--- config.mk ---
export PLATFORM = sky130hd
export DESIGN_NAME = text_fill_scroll_engine
export DESIGN_NICKNAME = d
export VERILOG_FILES = /design/src/rtl/text_fill_scroll_engine.sv
export SDC_FILE = /design/constraint.sdc
export NUM_CORES = 1
export LEC_CHECK = 0
export ABC_AREA = 0
export CAP_MARGIN = 20
export CORE_UTILIZATION = 46
export CTS_CLUSTER_SIZE = 12
export DETAILED_ROUTE_END_ITERATION = 12
export GPL_ROUTABILITY_DRIVEN = 0
export MAX_ROUTING_LAYER = met4
export PLACE_DENSITY = 0.87
export SLEW_MARGIN = 15
export SYNTH_ARGS = -nofsm -noshare
export SYNTH_HDL_FRONTEND = slang
export SYNTH_SLANG_ARGS = --single-unit
--- constraint.sdc ---
create_clock -name clk -period 2.8 [get_ports clk]
set_clock_uncertainty 0.15 [all_clocks]
set_input_delay 0.84 -clock clk [delete_from_list [all_inputs] [get_ports clk]]
set_output_delay 0.84 -clock clk [all_outputs]
set_load 0.05 [all_outputs]
--- src/rtl/text_fill_scroll_engine.sv ---
// text_fill_scroll_engine: hardware clear / scroll-up-one-row engine for the character buffer.
// Latency: idle pass-through is combinational; clear takes N cycles, scroll N+1, done one cycle after the last write.
// Backpressure: none; CPU writes arriving while busy are discarded (cpu_drop), commands while busy queue in one pending slot.
//
// Ports:
//   clk, rst                       clock, asynchronous active-high reset
//   clear_screen, scroll_screen    one-cycle command pulses
//   mode_80col                     0 = 40 columns, 1 = 80 columns (sampled when an operation starts)
//   cpu_addr/cpu_data/cpu_we       CPU write request, forwarded when idle
//   rd_addr / rd_data              buffer read port (rd_data is registered, 1-cycle latency)
//   mem_addr/mem_data/mem_we       buffer write port
//   busy, done, cpu_drop           status: engine owns port, op-complete pulse, dropped CPU write
//
// Note: 80-column mode needs enough address bits for ROWS*80 cells (ROWS=30 -> 2400 -> ADDR_W=12).
module text_fill_scroll_engine #(
  parameter int          ROWS      = 30,
  parameter logic [7:0]  FILL_CHAR = 8'h20,
  parameter int          ADDR_W    = 11
) (
  input  logic              clk,
  input  logic              rst,
  input  logic              clear_screen,
  input  logic              scroll_screen,
  input  logic              mode_80col,
  input  logic [ADDR_W-1:0] cpu_addr,
  input  logic [7:0]        cpu_data,
  input  logic              cpu_we,
  output logic [ADDR_W-1:0] rd_addr,
  input  logic [7:0]        rd_data,
  output logic [ADDR_W-1:0] mem_addr,
  output logic [7:0]        mem_data,
  output logic              mem_we,
  output logic              busy,
  output logic              done,
  output logic              cpu_drop
);

  typedef enum logic [1:0] {S_IDLE, S_CLEAR, S_COPY, S_FILL} state_t;

  localparam logic [ADDR_W-1:0] COLS40 = ADDR_W'(40);
  localparam logic [ADDR_W-1:0] COLS80 = ADDR_W'(80);
  localparam logic [ADDR_W-1:0] N40    = ADDR_W'(ROWS * 40);
  localparam logic [ADDR_W-1:0] N80    = ADDR_W'(ROWS * 80);
  localparam logic [ADDR_W-1:0] ONE    = ADDR_W'(1);

  state_t            state_q;
  logic [ADDR_W-1:0] cnt_q;       // CLEAR/FILL: cell address; COPY: cycle index k
  logic [ADDR_W-1:0] wa_q;        // registered write address presented on mem_addr
  logic [ADDR_W-1:0] rd_addr_q;
  logic              we_q;
  logic              done_q;
  logic              c80_q;       // geometry latched at operation start
  logic              pend_clr_q;
  logic              pend_scr_q;

  logic [ADDR_W-1:0] cols_w, n_w, m_w, n_last, cnt_inc, new_cols;
  logic              is_busy, last_wr, cmd_clr, cmd_scr;

  assign cols_w   = c80_q ? COLS80 : COLS40;
  assign n_w      = c80_q ? N80 : N40;
  assign m_w      = n_w - cols_w;
  assign n_last   = n_w - ONE;
  assign cnt_inc  = cnt_q + ONE;
  assign new_cols = mode_80col ? COLS80 : COLS40;

  assign is_busy  = (state_q != S_IDLE);
  // CLEAR and FILL both finish on the write to the final cell N-1.
  assign last_wr  = ((state_q == S_CLEAR) || (state_q == S_FILL)) && (cnt_q == n_last);

  // Start conditions: from idle on a pulse, or back-to-back on the completing edge
  // if a command is pending (a pulse landing on the last write cycle also counts).
  // Clear always beats scroll; the losing scroll is dropped.
  assign cmd_clr = is_busy ? (last_wr && (pend_clr_q || clear_screen)) : clear_screen;
  assign cmd_scr = !cmd_clr &&
                   (is_busy ? (last_wr && (pend_scr_q || scroll_screen)) : scroll_screen);

  always_ff @(posedge clk or posedge rst) begin
    if (rst) begin
      state_q    <= S_IDLE;
      cnt_q      <= '0;
      wa_q       <= '0;
      rd_addr_q  <= '0;
      we_q       <= 1'b0;
      done_q     <= 1'b0;
      c80_q      <= 1'b0;
      pend_clr_q <= 1'b0;
      pend_scr_q <= 1'b0;
    end else begin
      done_q <= 1'b0;

      if (is_busy) begin
        if (clear_screen)  pend_clr_q <= 1'b1;
        if (scroll_screen) pend_scr_q <= 1'b1;
      end

      case (state_q)
        S_CLEAR, S_FILL: begin
          cnt_q <= cnt_inc;
          wa_q  <= cnt_inc;
          if (last_wr) begin
            state_q <= S_IDLE;
            we_q    <= 1'b0;
            done_q  <= 1'b1;
          end
        end
        S_COPY: begin
          // Cycle k reads cell k+COLS; the data returns in cycle k+1 and is written to k.
          cnt_q <= cnt_inc;
          wa_q  <= cnt_q;
          we_q  <= 1'b1;
          if (cnt_inc < m_w) rd_addr_q <= cnt_inc + cols_w;
          if (cnt_q == m_w) begin
            state_q <= S_FILL;
            cnt_q   <= m_w;
            wa_q    <= m_w;
          end
        end
        default: ;
      endcase

      if (cmd_clr) begin
        state_q    <= S_CLEAR;
        cnt_q      <= '0;
        wa_q       <= '0;
        we_q       <= 1'b1;
        c80_q      <= mode_80col;
        pend_clr_q <= 1'b0;
        pend_scr_q <= 1'b0;
      end else if (cmd_scr) begin
        state_q    <= S_COPY;
        cnt_q      <= '0;
        we_q       <= 1'b0;
        rd_addr_q  <= new_cols;
        c80_q      <= mode_80col;
        pend_clr_q <= 1'b0;
        pend_scr_q <= 1'b0;
      end
    end
  end

  // Write port mux: CPU pass-through when idle, engine registers when busy.
  // COPY data comes straight from the buffer's registered read port.
  always_comb begin
    mem_addr = cpu_addr;
    mem_data = cpu_data;
    mem_we   = cpu_we;
    if (is_busy) begin
      mem_addr = wa_q;
      mem_data = (state_q == S_COPY) ? rd_data : FILL_CHAR;
      mem_we   = we_q;
    end
    if (rst) mem_we = 1'b0;
  end

  assign rd_addr  = rd_addr_q;
  assign busy     = is_busy;
  assign done     = done_q;
  assign cpu_drop = is_busy & cpu_we;

endmodule

==> run summary <==
hold_ws = 0.344 ns
Worst R2R End = rd_addr[8]
pin count of the biggest net entering global routing = 41
share of layout cells above drive strength 1 = 25.2%
Pwr Total = 1.28 mW
Non-Filler Instances = 515
CP Max Fanout = 8
switch share = 28.5%
Fmax = 0.355 GHz
Routed WL per cell = 17.1 um
Placed Cells = 506
first-pass GRT wire length = 14200 um
Max stage delay on crit path = 0.44 ns
Worst-Skew Late Latency = 0.30 ns
width of the die = 81.2 um
port bufs = 66
startpoint types = flip-flop
Root Driver = clkbuf_8
Post-CTS Hold Fix Bufs = 0
gr ovfl total = 0
I/O pin total = 67
unique cell type count in the Yosys netlist = 56
via total after detailed routing = 2950
period utilization = 101%
detailed placer's ending HPWL = 6370 um
Clock Tree Buf Depth = 2
r2r worst-path depth = 12
drt pass-1 iters = 5
Crit Path Class = flip-flop to flip-flop
CP arrival = 2.86 ns
CORE AREA = 5990 um^2
CTS sink cnt = 40
Slew Viols, Final = 0
leakage power = 1.92 nW
internal power = 0.915 mW
P_sw = 0.365 mW
Final setup viols = 1
post-synthesis cell count = 344
Clock power frac = 31.7%
1st-iter DRT viols = 287
Min Clock Period, post-route = 2.82 ns
maximum vdd drop = 0.291 mV
Synth async-reset ratio = 100%
Nets = 484
ant diodes = 0
Top FF cell, synth = dfrtp_1
Worst Max-Slew Pin Slew = 0.630 ns
clock transition at the registers of the reported paths = 0.08 ns
TritonCTS clock tree = built
critical-path cell list = nand3_2 -> or3_1 -> and2_4 -> inv_4 -> ha_4 -> a21o_1 -> o31ai_1 -> o211ai_1 -> buf_4 -> buf_12 -> mux2i_2 -> nor2_1
Starting Density = 48.2%
hold_sp = wa_q[9]
synthesized area per cell = 8.39 um^2
Reg power frac = 47.5%
die area = 6600 um^2
Die Y-Extent = 81.2 um
commonest non-fill, non-tap cells in the layout = buf_4 (58), nor2_1 (48), clkdlybuf4s50_1 (44), nand2_1 (43), dfrtp_1 (38)
Post-Syn Area = 2890 um^2
DRC violations left = 0
worst hold path type = flip-flop to flip-flop
GRT Util Overall = 29.7%
Logic pwr share = 20.8%
Worst Hold Path EP = wa_q[9]
RR Startpoint = cnt_q[7]
WHS Path Cells = 2
syn nets = 389
initial antenna violation count = 0
max cap viols = 0
DR vias/cell = 5.73
PD cells = 313 nW/um^2
status = finished, violations left
H-tree Lvls = 2
routed wire length = 8790 um
Crit. End Element = flip-flop
fin worst setup slack = -0.0159 ns
Crit path required time = 2.85 ns
sequential fraction of the synthesis area = 34.7%
CP max stage cell = dfrtp_2
P&R area growth vs syn = 41.8%
synth warn = 0
Inserted Clock Buffers = 5
relative max-transition margin = 57.7%
RSZ-0062 raised after global routing = yes
antenna violation net count after detailed routing = 0
FF+latch count, synth = 40
final hold violation count = 0
Rows = 28
failing checks = negative setup slack
Post-synth EDFFs = 0
leading cell type in the layout, fill and taps excluded = buf_4
vias in the first global route = 2978
Worst R2R Setup Slack = -0.02 ns
## per-layer routing
metal	global-route usage [%]	wire length [um]	vias up
met5	-	0	-
met4	10.9	251	0
met3	4.94	530	31
met2	50.5	4400	148
met1	35.1	3600	1380
li1	-	-	1391
## state kept, by name, summed over array words and instances, names as in the netlist
name        cells
pend_scr_q      1
pend_clr_q      1
c80_q           1
wa_q           11
cnt_q          11
we_q            1
state_q         2
rd_addr        11
done            1
## Yosys cell counts (6+ instances only)
| master | instances | area (um^2) |
|---|---|---|
| nand3_1 | 7 | 35.0 |
| a21oi_1 | 18 | 90.1 |
| a221oi_1 | 6 | 52.6 |
| nor2b_1 | 6 | 37.5 |
| nand2_1 | 52 | 195 |
| buf_2 | 8 | 40.0 |
| inv_1 | 12 | 45.0 |
| nor3_1 | 6 | 30.0 |
| o21ai_0 | 13 | 65.1 |
| nor2_1 | 48 | 180 |
| ha_1 | 11 | 138 |
| mux2i_1 | 18 | 180 |
| dfrtp_1 | 40 | 1000 |
| xnor2_1 | 14 | 123 |
| clkbuf_1 | 8 | 30.0 |
## through the flow
| stage | util [%] | worst slack [ns] | instance area [um^2] | TNS (ns) |
|---|---|---|---|---|
| 2_1_floorplan | - | -0.0497 | 2940 | -0.204 |
| 3_3_place_gp | 65.6 | 0.00565 | 3930 | 0 |
| 3_5_place_dp | 65.6 | -0.0697 | 3930 | -0.136 |
| 4_1_cts | 67.6 | 0.00345 | 4050 | 0 |
| 5_1_grt | 68.3 | -0.162 | 4090 | -1.06 |
| 6_report | 68.3 | -0.0159 | 4090 | -0.0159 |
## what timing repair did
| item | CTS | global route |
|---|---|---|
| pin swaps | 2 | 3 |
| gates resized for setup | 6 | 10 |
| buffers inserted | 0 | 1 |
| endpoints found under the setup margin | 9 | 12 |
## cells by family after synthesis
logic type               Yosys count  synth area share [%]
buffers and inverters             36                  6.11
AND/OR/NAND/NOR                  146                  23.7
adder cells (fa/ha/maj)           12                  5.46
AO/OA/AOI/OAI                     73                  18.0
flip-flops                        40                  34.7
XOR/XNOR                          18                  5.46
multiplexers                      19                  6.63
## critical path, delay by kind of cell, from the launching register on
kind                     cells  cell delay, ns
AO/OA/AOI/OAI                3            0.51
adder cells (fa/ha/maj)      1            0.20
buffers and inverters        3            0.39
flip-flops                   1            0.44
multiplexers                 1            0.17
AND/OR/NAND/NOR              4            0.83
## power by group through the flow
stage,registers (mW),logic [mW],clock network [mW]
2_1_floorplan,0.633,0.128,0
3_3_place_gp,0.616,0.250,0
3_5_place_dp,0.617,0.259,0
4_1_cts,0.607,0.264,0.412
5_1_grt,0.609,0.285,0.433
6_report,0.608,0.267,0.406
## how the worst max path moves through the flow
stage               slack (ns)          end        start
floorplan                -0.05   rd_addr[4]     cnt_q[1]
global placement         0.006  mem_data[5]  cpu_data[5]
detailed placement       -0.07   rd_addr[9]     cnt_q[1]
CTS                      0.003   rd_addr[9]     cnt_q[1]
global route             -0.16   rd_addr[8]     cnt_q[0]
finish                   -0.02   rd_addr[8]     cnt_q[7]
## area by class of cell
cell class,instances,area (um^2)
Fill cell,471,1900
Multi-Input combinational cell,268,1810
Timing Repair Buffer,111,1050
Sequential cell,40,1000
Tap cell,75,93.8
Clock buffer,6,82.6
Inverter,13,51.3
Clock inverter,2,10.0
(Power assumes the default switching activity.)
==> edit 1, RTL diff (same flow settings) <==
`ADDR_W`: 11 -> 13.
--- a/src/rtl/text_fill_scroll_engine.sv
+++ b/src/rtl/text_fill_scroll_engine.sv
@@ -16,5 +16,5 @@
   parameter int          ROWS      = 30,
   parameter logic [7:0]  FILL_CHAR = 8'h20,
-  parameter int          ADDR_W    = 11
+  parameter int          ADDR_W    = 13
 ) (
   input  logic              clk,
Interface: changed (resized cpu_addr, mem_addr and rd_addr); port bits go from 67 to 73. No check against the original RTL was run, so the function may have changed too.
==> edit 1 against the unedited design <==
  * The flow still finishes with violations (negative setup slack)
  * Final cell count grew 14%
  * Sequential share of layout area shrank 0.86 points
  * Setup slack lost 0.053 ns
  * Area after synthesis grew 14%
  * Routed wire length grew 37%
  * Sequential cell count grew 6
  * Combinational power shrank 19%
  * Cell area grew 20%
  * Total power grew 4.5%
  * Die area grew 13%
==> edit 1: results <==
[setup_path]
crit_fanout = 8
r2r_cells = 13
setup.worst_path.end = "rd_addr[10]"
critPathKind = "flop to flop"
reg2reg_slack_ns = -0.07
reg2reg_from = "cnt_q[1]"

[min_path]
hp-start = "wa_q[1]"
hold_path_class = "flop to flop"
holdPathEnd = "wa_q[1]"

[place]
post-dp-hpwl_um = 8020
dpl.cell_count = 572
pre_cts_slack_ns = -0.0367
postPlaceCellArea_mm2 = 0.00468
portBuffers = 72

[logic_synthesis]
synth_cell_types = 60
yosys-top-cells-count = "nand2_1 (63), dfrtp_1 (46), nor2_1 (33)"
synth_nets = 427
syn_inst = 379
synth_area_leaders = "dfrtp_1 (35%), nand2_1 (7.2%), ha_1 (4.6%)"
yosysSeqAreaShare_pct = 35.1

[clocking]
clk_pin_slew_worst_paths_ns = 0.10
cts_buffers = 5
clockRootBuffer = "clkbuf_8"
clk_latency_ns = 0.32

[layout]
layout.nets = 540
drive_gt1_share_pct = 26.4
postLayoutCellArea_mm2 = 0.00490
nFillCells = 445
n_antenna_cell = 0

[drt]
drt-met1-wl_um = 4420
wl_per_cell_um = 20.4
drt-initial-drc-count = 539
highest_layer = "met4"
wirelength_um = 12000
wl_met3_um = 1320
vias_per_cell = 6.23
dr_wl_met2_um = 5640
drt_pre_antenna_iters = 7

[timing]
timing.final.ws_setup_ns = -0.0685
setup_viol = 13
whs_ns = 0.343
slew_headroom_pct = 54.4
tns_ns = -0.482

[pwr]
ir_drop_v = 0.000190
leakage_nw = 2.08
p_int_uw = 973

[status]
violations = "negative setup slack"
status = "finished with violations"

[grt]
antenna_found_initial = 0
grt_pass1_vias = 3599
groute.usage.overall_pct = 32.4
grt_max_degree = 31
grt_pass1_wl_um = 17900
## edit 1: critical path, stage by stage, from the launching register on
cell,delay (ns)
dfrtp_2,0.41
ha_4,0.17
nand3_4,0.13
nor3_4,0.22
nand2_2,0.10
xor2_2,0.17
inv_2,0.11
ha_4,0.22
o21ai_4,0.20
or2_4,0.17
o2111ai_4,0.14
buf_4,0.21
o21ai_0,0.22
o2bb2ai_1,0.13
## edit 1: per-layer routing
| metal | vias to the layer above | track usage, % |
|---|---|---|
| li1 | 1541 | - |
| met2 | 303 | 53.3 |
| met5 | - | - |
| met3 | 93 | 8.57 |
| met4 | 0 | 16.1 |
| met1 | 1733 | 36.7 |
## edit 1: layout make-up
type,instances,area share (%)
timing repair buffer,129,28.9
sequential,46,23.6
multi-input combinational,290,41.5
inverter,20,1.53
clock buffer,6,1.69
clock inverter,2,0.255
tap,96,2.45
## edit 1: cell families after synthesis
kind of cell | after synthesis | synth area share [%]
AO/OA/AOI/OAI | 96 | 19.6
XOR/XNOR | 21 | 6.07
adder cells (fa/ha/maj) | 13 | 5.19
buffers and inverters | 43 | 7.52
flip-flops | 46 | 35.1
multiplexers | 13 | 4.35
AND/OR/NAND/NOR | 147 | 22.1
## edit 1: power groups by stage
stage | Clock [mW] | Sequential [mW] | Combinational [mW]
after floorplan | 0 | 0.727 | 0.0729
after global placement | 0 | 0.695 | 0.198
after detailed placement | 0 | 0.696 | 0.206
after CTS | 0.437 | 0.682 | 0.210
after global routing | 0.466 | 0.684 | 0.227
final | 0.439 | 0.684 | 0.215
## edit 1: repair_timing
action	CTS	global route
gates resized for setup	3	19
endpoints found under the setup margin	12	18
endpoints found under the hold margin	0	0
gates cloned	0	0
buffers inserted	5	4
pin swaps	2	5
==> edit 2, RTL diff (config.mk and constraints unchanged) <==
Without the edit above. Re-encode `state_t` (4 states) as one-hot, 4 bits wide.
--- a/src/rtl/text_fill_scroll_engine.sv
+++ b/src/rtl/text_fill_scroll_engine.sv
@@ -36,5 +36,5 @@
 );
 
-  typedef enum logic [1:0] {S_IDLE, S_CLEAR, S_COPY, S_FILL} state_t;
+  typedef enum logic [3:0] {S_IDLE = 4'b0001, S_CLEAR = 4'b0010, S_COPY = 4'b0100, S_FILL = 4'b1000} state_t;
 
   localparam logic [ADDR_W-1:0] COLS40 = ADDR_W'(40);
Behaviour: no difference found for any inputs over 10 cycles, from zero or initial values and one cycle with rst high; not proved beyond that.
==> edit 2 against the unedited design <==
  * Area after synthesis up 1.7%
  * Non-clock buffer count down 7
  * Total power up 3.5%
  * Largest cell class unchanged
  * Setup slack better by 0.045 ns
  * Sequential cell count up 2
  * Die area up 1.7%
  * Routed wire length up 5.9%
  * Cell area up 3.7%
  * Sequential share of layout area up 0.43 points
==> edit 2: results <==
[grt]
grt_pass1_wl_um = 14900
grt_pass1_vias = 3039
use_met1_pct = 34.7
grt_use_met3_pct = 7.11
grt_max_degree = 24
groute.usage.overall_pct = 30.0

[drt]
vias_per_cell = 6.15
drt-met1-wl_um = 3510
dr_wl_met2_um = 4490
drt_pre_antenna_iters = 5
wl_per_cell_um = 18.0
drt-initial-drc-count = 381
wl_met3_um = 896
via_count = 3181

[layout]
multi_input_gates = 274
buf_share_pct = 24.5
multi_input_area_share_pct = 44.5
syn_to_final_growth_pct = 44.5
clkCellAreaFrac_pct = 2.56
seq_area_share_pct = 24.9
drive_gt1_share_pct = 24.4
n_all_inverters = 14
layout.nets = 486
nFillCells = 412
n_all_buffers = 104

[logic_synthesis]
synth_cell_types = 57
avgSynthCellArea_um2 = 8.32
yosysSeqAreaShare_pct = 35.8
ys_warn_count = 0
synth_area_leaders = "dfrtp_1 (35%), nand2_1 (8.2%), a21oi_1 (4.8%)"
synth_nets = 398
yosys-top-cells-count = "nand2_1 (64), dfrtp_1 (41), a21oi_1 (28)"

[setup_path]
critPathSlowestCell = "or4b_1"
timing.critical_path.from = "state_q[1]"
critPathKind = "flop to primary output"
r2r-end = "rd_addr[4]"
crit_path_max_incr_delay_ns = 0.60
r2r_cells = 11
setup.worst_path.end = "mem_data[5]"
reg2reg_slack_ns = 0.08
crit_fanout = 7
reg2reg_from = "cnt_q[1]"

[pwr]
ir_drop_v = 0.000217
leakage_nw = 1.91

[place]
portBuffers = 66
postPlaceCellArea_mm2 = 0.00399
post-dp-hpwl_um = 6880

[timing]
worst_pin_slew_ns = 0.804

[clocking]
clk_latency_ns = 0.31

[min_path]
holdPathStages = 2

[status]
status = "complete, no violations"
[edit 2: repair_timing]
action / CTS / global route
buffers inserted: 1 / 4
pin swaps: 1 / 10
hold buffers: 0 / 0
endpoints found under the setup margin: 3 / 33
resized for setup: 4 / 24
[edit 2: cells by family (layout without fill, tap and decap cells)]
logic type | after synthesis | count (layout) | synth area share (%)
and+or+nand+nor | 139 | 139 | 24.2
muxes | 2 | 2 | 0.724
AOI/OAI and AO/OA | 102 | 102 | 23.0
adders and majority gates | 12 | 12 | 5.37
buffers and inverters | 37 | 126 | 5.16
xor gates and xnor gates | 19 | 19 | 5.67
DFF | 42 | 42 | 35.8
[edit 2: metrics by stage]
stage               worst slack (ns)  power (mW)  hold WS [ns]  utilization (%)  TNS (ns)
finish                        0.0294        1.32         0.349             70.4         0
global route                 -0.0452        1.37         0.376             70.4    -0.136
CTS                           0.0157        1.32         0.348             68.4         0
detailed placement            0.0772       0.847         0.328             66.2         0
global placement               0.106       0.839         0.315             66.2         0
floorplan                    -0.0803       0.748         0.293                -    -0.289
[edit 2: power by group]
| part | switching [mW] | leakage, nW | internal (mW) |
|---|---|---|---|
| Sequential | 0.0157 | 0.479 | 0.617 |
| Combinational | 0.111 | 1.38 | 0.104 |
| Clock | 0.214 | 0.0579 | 0.262 |
[edit 2: how the worst min path moves through the flow]
stage                         end     from
after floorplan           wa_q[2]  wa_q[2]
after global placement    wa_q[9]  wa_q[9]
after detailed placement  wa_q[3]  wa_q[3]
after CTS                 wa_q[3]  wa_q[3]
after global routing      wa_q[0]  wa_q[0]
final                     wa_q[4]  wa_q[4]
[edit 2: worst min-delay path, cell delays in order (launching register included)]
cell and delay (ns):
dfrtp_1 0.35, nand2_1 0.05, o31ai_1 0.06
